## config.mk

```make
export PLATFORM = sky130hd
export DESIGN_NAME = pattern_rect_renderer
export DESIGN_NICKNAME = d
export VERILOG_FILES = /design/src/rtl/pattern_rect_renderer.sv
export SDC_FILE = /design/constraint.sdc
export NUM_CORES = 2
export LEC_CHECK = 0
export ABC_AREA = 1
export ABC_CLOCK_PERIOD_IN_PS = 5100
export CAP_MARGIN = 20
export CORE_ASPECT_RATIO = 0.75
export CORE_MARGIN = 2
export CORE_UTILIZATION = 40
export DETAILED_ROUTE_END_ITERATION = 12
export GPL_ROUTABILITY_DRIVEN = 0
export PLACE_DENSITY_LB_ADDON = 0.08
export SETUP_SLACK_MARGIN = 0.2
export SLEW_MARGIN = 25
export SYNTH_ARGS = -nofsm -noshare
export SYNTH_HDL_FRONTEND = slang
export SYNTH_SLANG_ARGS = --single-unit
```

## constraint.sdc

```tcl
create_clock -name clk -period 5.1 [get_ports clk]
set_clock_uncertainty 0.05 [all_clocks]
set_input_delay 1.53 -clock clk [delete_from_list [all_inputs] [get_ports clk]]
set_output_delay 1.53 -clock clk [all_outputs]
set_load 0.005 [all_outputs]
```

## src/rtl/pattern_rect_renderer.sv

```systemverilog
// Rectangle-pattern renderer: double-buffers one pattern's 30 rectangles from the
// pattern ROM each frame and flags display pixels that fall inside any active rectangle.

module rect_hit #(
  parameter int X_W = 10,
  parameter int Y_W = 9,
  localparam int E_W = 2 * (X_W + Y_W)
) (
  input  logic [E_W-1:0] entry,
  input  logic [X_W-1:0] x,
  input  logic [Y_W-1:0] y,
  output logic           hit
);
  logic [X_W-1:0] x0, x1;
  logic [Y_W-1:0] y0, y1;

  assign {x0, y0, x1, y1} = entry;
  // Inverted bounds (x0>x1 or y0>y1) naturally fail the range test.
  assign hit = (|entry) && (x >= x0) && (x <= x1) && (y >= y0) && (y <= y1);
endmodule

module pattern_rect_renderer #(
  parameter int RECTS = 30,
  parameter int NPAT  = 8,
  parameter int X_W   = 10,
  parameter int Y_W   = 9,
  localparam int E_W   = 2 * (X_W + Y_W),
  localparam int IDX_W = $clog2(RECTS),
  localparam int PAT_W = $clog2(NPAT)
) (
  input  logic             clk,
  input  logic             reset,
  input  logic             frame_start,
  input  logic [PAT_W-1:0] pattern_sel,
  input  logic [X_W-1:0]   x_pixel,
  input  logic [Y_W-1:0]   y_pixel,
  input  logic             DE,
  output logic             p_oe,
  output logic [7:0]       p_Addr,
  input  logic [E_W-1:0]   p_Data,
  output logic             pixel_on,
  output logic             busy,
  output logic [PAT_W-1:0] active_pat
);
  localparam logic [IDX_W-1:0] LAST = IDX_W'(RECTS - 1);

  typedef enum logic [1:0] {IDLE, FETCH, DRAIN} state_t;
  state_t state, state_nxt;

  logic [RECTS-1:0][E_W-1:0] shadow, active;
  logic [RECTS-1:0]          hit;
  logic [IDX_W-1:0]          rd_idx, cap_idx;
  logic                      cap_vld;
  logic [PAT_W-1:0]          sel_q;
  logic [7:0]                addr_q, base_c;
  logic                      swap;

  assign base_c = 8'(pattern_sel) * 8'(RECTS);
  assign p_Addr = addr_q;

  always_ff @(posedge clk or negedge reset) begin
    if (!reset) state <= IDLE;
    else        state <= state_nxt;
  end

  // A frame_start in any state (re)starts the fetch; only an uninterrupted DRAIN swaps.
  always_comb begin
    state_nxt = state;
    p_oe      = 1'b0;
    busy      = 1'b0;
    swap      = 1'b0;
    case (state)
      IDLE:  if (frame_start) state_nxt = FETCH;
      FETCH: begin
        p_oe = 1'b1;
        busy = 1'b1;
        if (frame_start)         state_nxt = FETCH;
        else if (rd_idx == LAST) state_nxt = DRAIN;
      end
      DRAIN: begin
        busy      = 1'b1;
        swap      = !frame_start;
        state_nxt = frame_start ? FETCH : IDLE;
      end
      default: state_nxt = IDLE;
    endcase
  end

  always_ff @(posedge clk or negedge reset) begin
    if (!reset) begin
      sel_q      <= '0;
      addr_q     <= '0;
      rd_idx     <= '0;
      cap_vld    <= 1'b0;
      cap_idx    <= '0;
      shadow     <= '0;
      active     <= '0;
      active_pat <= '0;
      pixel_on   <= 1'b0;
    end else begin
      if (frame_start) begin
        sel_q  <= pattern_sel;
        addr_q <= base_c;
        rd_idx <= '0;
      end else if (p_oe && rd_idx != LAST) begin
        addr_q <= addr_q + 8'd1;
        rd_idx <= rd_idx + IDX_W'(1);
      end
      cap_vld <= p_oe;
      cap_idx <= rd_idx;
      if (cap_vld) shadow[cap_idx] <= p_Data;
      // The last word lands in the same edge as the swap, so bypass it into active.
      if (swap) begin
        for (int i = 0; i < RECTS; i++)
          active[i] <= (cap_vld && cap_idx == IDX_W'(i)) ? p_Data : shadow[i];
        active_pat <= sel_q;
      end
      pixel_on <= DE & (|hit);
    end
  end

  for (genvar g = 0; g < RECTS; g++) begin : g_rect
    rect_hit #(.X_W(X_W), .Y_W(Y_W)) u_hit (
      .entry (active[g]),
      .x     (x_pixel),
      .y     (y_pixel),
      .hit   (hit[g])
    );
  end
endmodule

```

==> run summary <==
Yosys reg bits = 2,308
Crit Path Max Fanout = 4
asr flop ratio synth = 1.00
WP buf/inv = 2
number of cell rows = 171
YS warnings = 0
Skew-Pair Late Insertion Delay = 920 ps
core region area = 289,000 µm²
CP cell instances = inv_1 > ha_1 > clkdlybuf4s50_1
worst min path class = flop to flop
synthesized instance count = 13.6k
Final min period = 4360 ps
status = complete, no violations
PortBufs = 77
Fillers = 28.1k
RSZ-0062 raised after global routing = false
Util after Layout = 0.455
Max-Cap Viols = 0
grt ovf = 0
number of synthesized flops with an enable pin = 0
met1 WL = 190,000 µm
fin crit share = 0.855
Slew headroom = 0.264
WL final = 399,000 µm
VDD IR max = 321 µV
Yosys top cell area share = 0.498
Tot GR Track Use = 0.271
top sig layer = met4
initial drt markers = 9,199
routed length on met3 = 25,200 µm
Syn Nets = 14.8k
CP max stage cell = clkdlybuf4s50_1
share of cells above drive strength 1 = 0.0587
pwr dens = 519 nW/µm²
Num CTS Buffers = 243
FMAX = 229 MHz
Antenna Nets Post-Route = 0
Final Hold Viols = 0
num ports = 78
final setup vio count = 0
Final #Nets = 14.9k
CP Capture Type = output port
total negative setup slack = 0 ps
maximum clock path buffer count = 4
fin area = 132,000 µm²
cell taking the most area after synthesis = dfrtp_1
vias in the first global route = 90.4k
Post-DP HPWL = 254,000 µm
drt wl/cell = 22.5 µm
detailed-router iteration count before antenna repair = 6
chip height = 471 µm
vias per cell = 5.24
largest net degree at the start of global routing = 126
Post-Syn Area = 116,000 µm²
Worst-Margin Slew = 1100 ps
WP data required = 3520 ps
Post-DP Area = 123,000 µm²
post-synthesis sequential area ratio = 0.498
first-pass GRT wire length = 598,000 µm
Avg Cell Area, Syn = 8.52 µm²
cts-stage hold buffer count = 0
CP startpoint kind = flop
post-cts resize count = 0
Pwr Total = 68,300 µW
setup bufs post-CTS = 0
DRC Markers = 0
clock transition at the registers of the reported paths = 60 ps
CTS tree = yes
WS Path Type = flop to output port
Yosys cell types = 43
Clock Tree Root = clkbuf_16
Final Max Tran Viols = 0
initial antenna violation count = 61
die area = 295,000 µm²
Via Count = 93.0k
# clock sinks = 2,308
Synth Flop Type = dfrtp_1
Largest stage delay, worst path = 750 ps
Die X = 626 µm
Area growth, synth to finish = 13.3%
Starting Density = 0.402
Met2 Wirelength = 174,000 µm
Arr. time, crit path = 2780 ps
Static Leakage = 0.0651 µW
Synth area leaders = dfrtp_1, ha_1, nand2_1
H-tree levels = 4
CP delay by family, top = buffers and inverters
[cells in the mapped netlist (4+ instances only)]
cell and number:
a21oi_1 351, nand4_1 205, a21o_1 58, o21ai_2 9
nor2_1 857, xnor2_1 5, dfrtp_1 2308, clkbuf_1 384
o31ai_1 4, o21a_1 52, nor3_1 83, a21boi_0 15
nand3b_1 49, o21bai_1 40, o21ai_1 91, buf_2 133
o211ai_1 23, a211oi_1 6, buf_6 16, nand3_1 270
inv_1 1450, buf_1 78, nand2_1 3744, ha_1 1153
o21ai_0 2206
[metal layers]
metal | vias to the layer above | global-route usage
met5 | - | 0
met4 | 0 | 0.0694
met3 | 509 | 0.0333
met2 | 2626 | 0.421
met1 | 45500 | 0.401
li1 | 44300 | -
[registers in the layout, summed over array words and instances, names as in the netlist]
signal,cells
shadow,1140
p_Addr,8
cap_vld,1
rd_idx,5
pixel_on,1
cap_idx,5
state,2
active,1140
sel_q,3
active_pat,3
[power breakdown]
part / total (µW) / switching [µW] / leakage, µW / internal (µW)
Combinational: 22900 / 14800 / 0.0373 / 8140
Sequential: 26200 / 2470 / 0.0236 / 23800
Clock: 19200 / 7880 / 0.00416 / 11300
Total: 68300 / 25100 / 0.0651 / 43200
[cell type report]
type	count	area, µm²	share of cell area
repair buffers	385	4480	0.0341
flip-flops and latches	2308	57800	0.439
diodes	26	65.1	0.000495
multi-input cells	9253	50400	0.383
clock inverters	88	1320	0.0100
clock buffers	347	7120	0.0542
well taps	3892	4870	0.0370
inverters	1452	5510	0.0419
[cell families after synthesis]
kind of cell	share of synthesized area
and+or+nand+nor	0.179
AOI/OAI and AO/OA	0.128
DFF	0.498
buffers and inverters	0.0692
adders and majority gates	0.125
xor gates and xnor gates	0.000604
[cell usage in the layout (no fill, tap or decap), types with 4 or more instances in the layout]
cell,Yosys,layout
nand2_1,3744,3733
o21ai_0,2206,2206
a21oi_1,351,351
o21a_1,52,52
clkbuf_1,384,41
a21boi_0,15,15
xnor2_1,5,5
nor2_1,857,856
clkinvlp_4,0,8
ha_1,1153,1153
a211oi_1,6,6
clkdlybuf4s50_1,0,59
o31ai_1,4,4
diode_2,0,26
nand4_1,205,205
clkbuf_8,0,61
nand3_1,270,251
a21o_1,58,58
clkbuf_16,0,245
o21ai_1,91,91
o21bai_1,40,40
o211ai_1,23,23
nor3_1,83,83
buf_6,16,19
inv_1,1450,1410
nand3b_1,49,49
buf_4,0,198
bufinv_16,0,33
clkinv_2,0,81
o21ai_2,9,9
nand2_2,0,11
buf_12,0,108
nand3_2,0,18
dfrtp_1,2308,2308
[metrics by stage]
step / hold slack [ps] / std cells / worst slack [ps]
floorplan: 324 / 13600 / 1130
global placement: 396 / 17300 / 145
detailed placement: 394 / 17300 / 189
CTS: 410 / 17700 / 596
global route: 431 / 17700 / 697
finish: 415 / 17800 / 741
[path summary, 6_finish.rpt]
kind	to	slack [ps]	cells past startpoint	start
setup / recovery	p_oe	740	3	state[1]
hold / removal	cap_idx[3]	410	0	rd_idx[3]
setup reg to reg	active[1029]	1770	7	cap_idx[4]
hold reg to reg	cap_idx[3]	410	0	rd_idx[3]
max in group asynchronous	shadow[1065]	3070	3	reset
min in group asynchronous	active[720]	490	1	reset
(Power assumes the default switching activity.)
